[src/rtl/mm_mig_bridge.sv]
// mm_mig_bridge
//   Bridges the cache subsystem's main-memory port to a Xilinx MIG UI
//   (native app_* interface) driving a 16-bit DDR3 device in BL8 mode.
//   Each transaction moves one 128-bit line (8 beats x 16 bit).
//   At most one transaction is outstanding at any time.
//
// Ports
//   clock, reset          ui_clk domain clock, asynchronous active-low reset
//   init_calib_complete   MIG calibration done; gates new request acceptance
//   req_*                 request channel (valid/ready), tag, byte address,
//                         direction and write data
//   res_*                 single-cycle read response pulse with tag, line
//                         address and data (no backpressure)
//   app_addr/cmd/en/rdy   MIG command channel
//   app_wdf_*             MIG write-data channel (single BL8 beat per write)
//   app_rd_data*          MIG read-data channel
module mm_mig_bridge #(
    parameter int PADDR_WIDTH    = 32,
    parameter int MIG_ADDR_WIDTH = 28,
    parameter int ID_WIDTH       = 4,
    parameter int DATA_WIDTH     = 128
) (
    input  logic                      clock,
    input  logic                      reset,
    input  logic                      init_calib_complete,

    input  logic                      req_valid,
    output logic                      req_ready,
    input  logic [ID_WIDTH-1:0]       req_id,
    input  logic [PADDR_WIDTH-1:0]    req_paddr,
    input  logic                      req_is_write,
    input  logic [DATA_WIDTH-1:0]     req_data,

    output logic                      res_valid,
    output logic [ID_WIDTH-1:0]       res_id,
    output logic [PADDR_WIDTH-1:0]    res_paddr,
    output logic [DATA_WIDTH-1:0]     res_data,

    output logic [MIG_ADDR_WIDTH-1:0] app_addr,
    output logic [2:0]                app_cmd,
    output logic                      app_en,
    input  logic                      app_rdy,
    output logic [DATA_WIDTH-1:0]     app_wdf_data,
    output logic                      app_wdf_wren,
    output logic                      app_wdf_end,
    input  logic                      app_wdf_rdy,
    input  logic [DATA_WIDTH-1:0]     app_rd_data,
    input  logic                      app_rd_data_valid,
    input  logic                      app_rd_data_end
);

    localparam logic [2:0] CMD_WRITE = 3'b000;
    localparam logic [2:0] CMD_READ  = 3'b001;

    typedef enum logic [1:0] {
        IDLE,
        WRITE,
        READ_CMD,
        READ_WAIT
    } state_t;

    state_t                    state;
    logic [ID_WIDTH-1:0]       id_q;
    logic [PADDR_WIDTH-1:0]    paddr_q;
    logic [MIG_ADDR_WIDTH-1:0] mig_addr;
    logic                      accept;
    logic                      cmd_done;
    logic                      wdf_done;
    logic                      paddr_lsb_unused;

    // Byte address -> 16-bit word address (>> 1), BL8 aligned (low 3 bits 0).
    // Word bits [MIG_ADDR_WIDTH-1:3] are byte bits [MIG_ADDR_WIDTH:4].
    assign mig_addr         = {req_paddr[MIG_ADDR_WIDTH:4], 3'b000};
    assign paddr_lsb_unused = ^req_paddr[3:0];

    // Reset is folded in so req_ready reads 0 while reset is held.
    assign req_ready = (state == IDLE) && init_calib_complete && reset;
    assign accept    = req_valid && req_ready;

    // In WRITE the valid itself serves as the "not yet done" flag for each
    // channel: a handshake is complete once its valid has dropped, or it
    // completes on this edge.
    assign cmd_done = !app_en || app_rdy;
    assign wdf_done = !app_wdf_wren || app_wdf_rdy;

    assign app_wdf_end = app_wdf_wren;

    always_ff @(posedge clock or negedge reset) begin
        if (!reset) begin
            state        <= IDLE;
            id_q         <= '0;
            paddr_q      <= '0;
            res_valid    <= 1'b0;
            res_id       <= '0;
            res_paddr    <= '0;
            res_data     <= '0;
            app_addr     <= '0;
            app_cmd      <= '0;
            app_en       <= 1'b0;
            app_wdf_data <= '0;
            app_wdf_wren <= 1'b0;
        end else begin
            res_valid <= 1'b0;
            case (state)
                IDLE: begin
                    if (accept) begin
                        id_q     <= req_id;
                        paddr_q  <= {req_paddr[PADDR_WIDTH-1:4], 4'b0000};
                        app_addr <= mig_addr;
                        app_en   <= 1'b1;
                        if (req_is_write) begin
                            app_cmd      <= CMD_WRITE;
                            app_wdf_data <= req_data;
                            app_wdf_wren <= 1'b1;
                            state        <= WRITE;
                        end else begin
                            app_cmd <= CMD_READ;
                            state   <= READ_CMD;
                        end
                    end
                end
                WRITE: begin
                    if (app_rdy)
                        app_en <= 1'b0;
                    if (app_wdf_rdy)
                        app_wdf_wren <= 1'b0;
                    if (cmd_done && wdf_done)
                        state <= IDLE;
                end
                READ_CMD: begin
                    if (app_rdy) begin
                        app_en <= 1'b0;
                        state  <= READ_WAIT;
                    end
                end
                READ_WAIT: begin
                    // Data without the end marker is a protocol error: ignore it.
                    if (app_rd_data_valid && app_rd_data_end) begin
                        res_valid <= 1'b1;
                        res_id    <= id_q;
                        res_paddr <= paddr_q;
                        res_data  <= app_rd_data;
                        state     <= IDLE;
                    end
                end
                default: state <= IDLE;
            endcase
        end
    end

endmodule

[config.mk]
export PLATFORM = sky130hd
export DESIGN_NAME = mm_mig_bridge
export DESIGN_NICKNAME = d
export VERILOG_FILES = /design/src/rtl/mm_mig_bridge.sv
export SDC_FILE = /design/constraint.sdc
export NUM_CORES = 1
export LEC_CHECK = 0
export BUFFER_PORTS_ARGS = -buffer_cell sky130_fd_sc_hd__buf_2
export CAP_MARGIN = 20
export CORE_AREA = 2 2 245 247
export DETAILED_ROUTE_END_ITERATION = 12
export DIE_AREA = 0 0 247 249
export SYNTH_ARGS = -nofsm -noshare
export SYNTH_HDL_FRONTEND = slang
export SYNTH_SLANG_ARGS = --single-unit
[constraint.sdc]
create_clock -name clock -period 2.1 [get_ports clock]
set_input_delay 0.105 -clock clock [delete_from_list [all_inputs] [get_ports clock]]
set_output_delay 0.105 -clock clock [all_outputs]
set_load 0.02 [all_outputs]
### Word-level counts from Yosys, hierarchy flattened

Index checks and enable logic that the tools add are counted.

| operators by class | value |
|---|---|
| shifts and indexed selects | 0 |
| order comparisons | 0 |
| bitwise gates (word level) | 0 |
| reduce and logical (&&, ||, !) cells | 19 |
| $mul | 0 |
| equality and inequality tests | 10 |
| $add $sub $neg | 0 |
| muxes and demuxes | 16 |
| divide/modulo/power cells | 0 |

Operators with widths:

| kind | count |
|---|---|
| $ne 2x2->1 const B | 6 |
| $mux 2 | 5 |
| $mux 1 | 8 |
| $pmux 2 s4 | 1 |
| $reduce_and 4->1 | 2 |
| $reduce_and 3->1 | 2 |
| $logic_and 1x1->1 | 5 |
| $eq 2x2->1 const B | 2 |
| $pmux 1 s2 | 2 |
| $reduce_and 2->1 | 2 |
| $reduce_bool 2->1 | 2 |
| $eq 2x1->1 const B | 1 |
| $logic_not 1->1 | 2 |
| $logic_not 2->1 | 1 |
| $logic_or 1x1->1 | 2 |
| $ne 2x1->1 const B | 1 |
| $reduce_or 2->1 | 1 |

| storage, ports and cells | value |
|---|---|
| word-level logic and storage cells | 57 |
| bits in writable memories | 0 |
| bits in read-only memories | 0 |
| latch bits | 0 |
| register bits after elaboration | 353 |
| output and inout bits | 328 |
| memories | 0 |

### Longest topological paths before layout

| depth | value |
|---|---|
| depth after elaboration | 6 |
| mapped depth | 9 |
| mapped depth without buffers | 6 |

### Worst setup path before layout

OpenSTA, ideal clock, no wires.

| timing | value |
|---|---|
| path type | register to register |
| start point | reg state[0] |
| end point | reg app_wdf_data[100] |
| clock period less this slack | 1.787 ns |
| cell stages (with the launch flop) | 10 |
| setup slack | 0.313 ns |
| data arrival time | 1.662 ns |
| data required time | 1.975 ns |
| cell sequence | dfrtp_1 inv_1 ha_1 buf_2 nand4_4 inv_2 nand2_2 buf_6 buf_6 mux2_4 |

| on the way | value |
|---|---|
| longest elaborated chain between the ends | 5 |

Ends and longest elaborated chain:

| what | line | source |
|---|---|---|
| start: declaration | 62 | `state_t state;` |
| start signal: assignment | 90 | `state <= IDLE;` |
| start signal: assignment | 115 | `state <= WRITE;` |
| start signal: assignment | 118 | `state <= READ_CMD;` |
| $logic_not 2->1 (*) | 77, 104 |  |
| $logic_and 1x1->1 (2 in series) | 77 | `assign req_ready = (state == IDLE) && init_calib_complete && reset;` |
| $logic_and 1x1->1 | 78 | `assign accept = req_valid && req_ready;` |
| $reduce_and 3->1 (no source line) (*) | - |  |
| end signal: assignment | 113 | `app_wdf_data <= req_data;` |
| end: declaration | 43 | `output logic [DATA_WIDTH-1:0] app_wdf_data,` |

Mark *: on every way between the ends. The rest lies on a longest branch, timed or not.
A chain may end at the register's enable or synchronous reset.

### Worst setup path in the final report

| timing | value |
|---|---|
| start point | reg state[0] |
| end point | reg app_wdf_data[47] |

The elaborated chain is that of the path after synthesis.

==> impl_table.tex <==
\begin{tabular}{lr}
\hline
Metric & Value \\
\hline
\multicolumn{2}{l}{\textbf{Timing}} \\
\quad Smallest hold slack & roughly 0.067 ns \\
\quad Max-slew violation count & 0 \\
\quad Final hold violation count & 0 \\
\quad Max Clk Rate & about 520 MHz \\
\quad Relative max-transition margin & 0.367 \\
\quad Final setup violation count & 0 \\
\quad Shortest clock period the worst path allows after layout & $\sim$1.9 ns \\
\quad Total negative setup slack & 0 ns \\
\quad Final Cycle Share & 0.911 \\
\quad Clock skew after layout & between 0.01 and 0.015 ns \\
\quad Worst slew pin tran & $\sim$0.95 ns \\
\quad Setup repair after global routing missed its margin & no \\
\multicolumn{2}{l}{\textbf{Logic synthesis}} \\
\quad Commonest register cell after synthesis & dfrtp\_1 \\
\quad Area of the mapped netlist & between 10000 and 15000 um\^{}2 \\
\quad Synth warnings & 0 \\
\quad Post-synth EDFFs & 0 \\
\quad Asr flop ratio synth & 1.00 \\
\quad Top cells by area in the synthesized netlist & dfrtp\_1 63\%, nand2\_1 17\%, mux2\_4 12\%, mux2\_2 2.3\%, buf\_4 2.0\% \\
\quad Synth cell count leaders & 582 x nand2\_1, 326 x dfrtp\_1, 100 x mux2\_4, 35 x buf\_4 \\
\quad Mean instance size in the synthesized netlist & between 10 and 15 um\^{}2 \\
\quad Cell taking the most area after synthesis & dfrtp\_1 \\
\quad Number of distinct library cell variants in the gate-level netlist after synthesis & 29 \\
\quad Portion of the post-synthesis area used by sequential elements & 0.629 \\
\quad Number of standard cells after synthesis & around 1.2k \\
\quad Seq cells post-synth & around 330 \\
\quad Synth top area share & 0.629 \\
\quad Top-count cell post-synth & nand2\_1 \\
\multicolumn{2}{l}{\textbf{CTS}} \\
\quad Root buffer selected by CTS & clkbuf\_16 \\
\quad Max clock buf depth & 3 \\
\quad Clock edge transition at the registers on the reported setup and hold paths & 0.06 ns \\
\quad CTS buffer count & 39 \\
\quad TritonCTS clock tree & yes \\
\quad Clk Latency, worst-skew pair & $\sim$0.55 ns \\
\quad Sink Count & 326 \\
\quad Post-CTS Setup Repair Bufs & 0 \\
\quad H-tree levels & 2 \\
\multicolumn{2}{l}{\textbf{Die}} \\
\quad I/O pin count & between 600 and 700 \\
\quad Die width & about 250 um \\
\quad Y dimension of the die & 249 um \\
\quad Area enclosed by the die boundary & between 60000 and 70000 um\^{}2 \\
\quad Starting density of the core & 0.221 \\
\quad Core area & just under 60000 um\^{}2 \\
\quad Core Rows & 89 \\
\multicolumn{2}{l}{\textbf{Detailed routing}} \\
\quad Number of vias after detailed routing & approximately 12k \\
\quad DRT antenna net count & 0 \\
\quad Routed wire length per instance & 16.9 um \\
\quad Per-cell via count in the routed design & between 4 and 5 \\
\quad Remaining DRCs & 0 \\
\quad Drt first-iter violations & approximately 400 \\
\quad 1st-pass router iterations & 6 \\
\quad Final Routed Wirelength & 48500 um \\
\multicolumn{2}{l}{\textbf{Critical path}} \\
\quad CP Launch Point & state[0]\$\_DFFE\_PN0P\_ \\
\quad Crit Path Category & reg -> reg \\
\quad Cell family contributing the most delay on the critical path & buffers and inverters \\
\quad Buffer and inverter count on the worst path & 3 \\
\quad Reg2Reg Launch Point & state[0]\$\_DFFE\_PN0P\_ \\
\quad Terminus of the critical flop-to-flop path & app\_wdf\_data[47]\$\_DFFE\_PN0P\_ \\
\quad Cell-by-cell trace of the critical path & inv\_1 > ha\_1 > nand4\_4 > inv\_2 > nand2\_8 > buf\_12 > mux2\_4 \\
\quad Depth of the worst register-to-register path & 7 \\
\quad Largest fanout on the critical path & 26 \\
\quad Capturing element type of the critical path & register \\
\quad CP arrival & between 2 and 2.5 ns \\
\quad Setup slack of the most critical reg-to-reg path & $\sim$0.19 ns \\
\quad Largest stage delay on the critical path & $\sim$0.43 ns \\
\quad Crit start category & register \\
\quad Critical path data required time & 2.51 ns \\
\quad Crit path max-delay cell type & dfrtp\_1 \\
\multicolumn{2}{l}{\textbf{Placement}} \\
\quad Half-perimeter wire length after detailed placement & between 30000 and 40000 um \\
\quad Number of buffer cells added on primary ports & $\sim$620 \\
\quad Cell total after placement & 2495 \\
\quad RePlAce Congestion & approximately 0.80 \\
\multicolumn{2}{l}{\textbf{Pwr}} \\
\quad Standby leakage power & between 0.01 and 0.015 uW \\
\quad Maximum resistive drop on vdd & about 850 uV \\
\quad Total power after layout & about 30000 uW \\
\quad Power per unit of standard cell area & around 1400 nW/um\^{}2 \\
\multicolumn{2}{l}{\textbf{Status}} \\
\quad Result of the run & finished, final reports clean \\
\multicolumn{2}{l}{\textbf{Layout}} \\
\quad Fill cell count & 5718 \\
\quad Synthesis-to-layout area growth & 61.9\% \\
\quad Proportion of layout cells with a drive suffix above 1 & 0.401 \\
\quad Share of the core filled with cells in the final layout & 0.358 \\
\quad Fin cells & between 2k and 3k \\
\quad Area taken by flip-flops and latches & 8160 um\^{}2 \\
\quad Multi-input logic area & approximately 4300 um\^{}2 \\
\quad Layout Nets & approximately 2.4k \\
\multicolumn{2}{l}{\textbf{Hold path}} \\
\quad WHS Endpoint & state[1]\$\_DFFE\_PN0P\_ \\
\quad Type of the tightest min-delay check & in -> reg \\
\quad Hold Path Origin & app\_rd\_data\_end \\
\quad Min-Delay Path Depth & 5 \\
\multicolumn{2}{l}{\textbf{Job}} \\
\quad Max-cap viol count & 0 \\
\multicolumn{2}{l}{\textbf{GRT}} \\
\quad Leftover overflow at the end of global routing & 0 \\
\quad Initial antenna violation count & 9 \\
\quad Wire length of the first global-routing pass & slightly above 70000 um \\
\quad Total routing resource utilization after global routing & 0.152 \\
\quad Vias in the first global route & about 13k \\
\quad Pin count of the biggest net entering global routing & 125 \\
\hline
\end{tabular}
## worst max-delay path by stage
stage | slack, ns | cells past startpoint | end
5_1_grt | 0.10 | 7 | app_wdf_data[47]$_DFFE_PN0P_
3_5_place_dp | 0.21 | 7 | app_wdf_data[92]$_DFFE_PN0P_
3_3_place_gp | 0.22 | 7 | app_wdf_data[49]$_DFFE_PN0P_
4_1_cts | 0.17 | 5 | req_ready
6_report | 0.19 | 7 | app_wdf_data[47]$_DFFE_PN0P_
2_1_floorplan | 0.31 | 9 | app_wdf_data[100]$_DFFE_PN0P_
## cell usage in the layout, fill, tap and decap left out, types with 2 or more instances in the layout
cell type and count:
buf_2 614, nand2_1 582, dfrtp_1 326, dlygate4sd3_1 293, mux2_4 100, clkbuf_16 40, mux2_2 26, buf_4 21
clkbuf_1 10, buf_12 10, conb_1 9, diode_2 7, clkinv_2 7, ha_1 5, inv_1 4, clkbuf_8 4
clkinvlp_4 4, o21ai_0 3, inv_6 2, mux2_1 2, nor2b_1 2, a22o_1 2
## layout make-up
| type | instances | area share |
|---|---|---|
| multi-input cells | 744 | 0.203 |
| flip-flops and latches | 326 | 0.388 |
| clock buffers | 54 | 0.0521 |
| well taps | 773 | 0.0460 |
| repair buffers | 939 | 0.304 |
| clock inverters | 14 | 0.00470 |
| inverters | 6 | 0.00131 |
| diodes | 7 | 0.000834 |
## tightest hold or removal path, stage by stage
cell      delay (ns)
buf_2           0.12
nand2_1         0.06
a222oi_1        0.10
nand2_1         0.10
o22ai_1         0.08
## registers in the layout, summed over array words and instances, names as in the netlist
name,cells
app_wdf_data,128
res_data,128
paddr_q,28
res_paddr,28
id_q,4
res_id,4
state,2
app_cmd,1
app_en,1
app_wdf_end,1
res_valid,1
## repair_timing
action / CTS / global route
endpoints found under the hold margin: 604 / 0
resized for setup: 0 / 0
hold buffers: 293 / 0
## through the flow
stage | cell area (um^2) | setup WS [ns]
after global routing | 21000 | 0.102
after detailed placement | 16900 | 0.210
after floorplan | 13000 | 0.313
final | 21000 | 0.188
after CTS | 21000 | 0.171
after global placement | 16900 | 0.220
## report_power, final
part           leakage [uW]  switching (uW)  total (uW)  internal (uW)
clock              0.000577            2770        6420           3650
combinational       0.00691            7520       12300           4760
sequential          0.00410            1730       11000           9240
total                0.0116           12000       29700          17700
## kinds of logic (layout without fill, tap and decap cells)
kind of cell,Yosys count,after routing,share of synthesized area
simple gates,591,591,0.173
flops,326,326,0.629
mux,128,128,0.140
buf+inv,96,1013,0.0469
compound gates,11,11,0.00598
fa+ha+maj,5,5,0.00482
other cells,1,16,0.000289
## layer usage
layer	vias up	GRT usage	wire, um
met5	-	0	27
met4	4	0.0645	1980
met3	103	0.0455	3820
met2	469	0.273	24200
met1	5639	0.165	18500
li1	5385	-	-
Note: power is estimated with default switching activity, not from simulation.
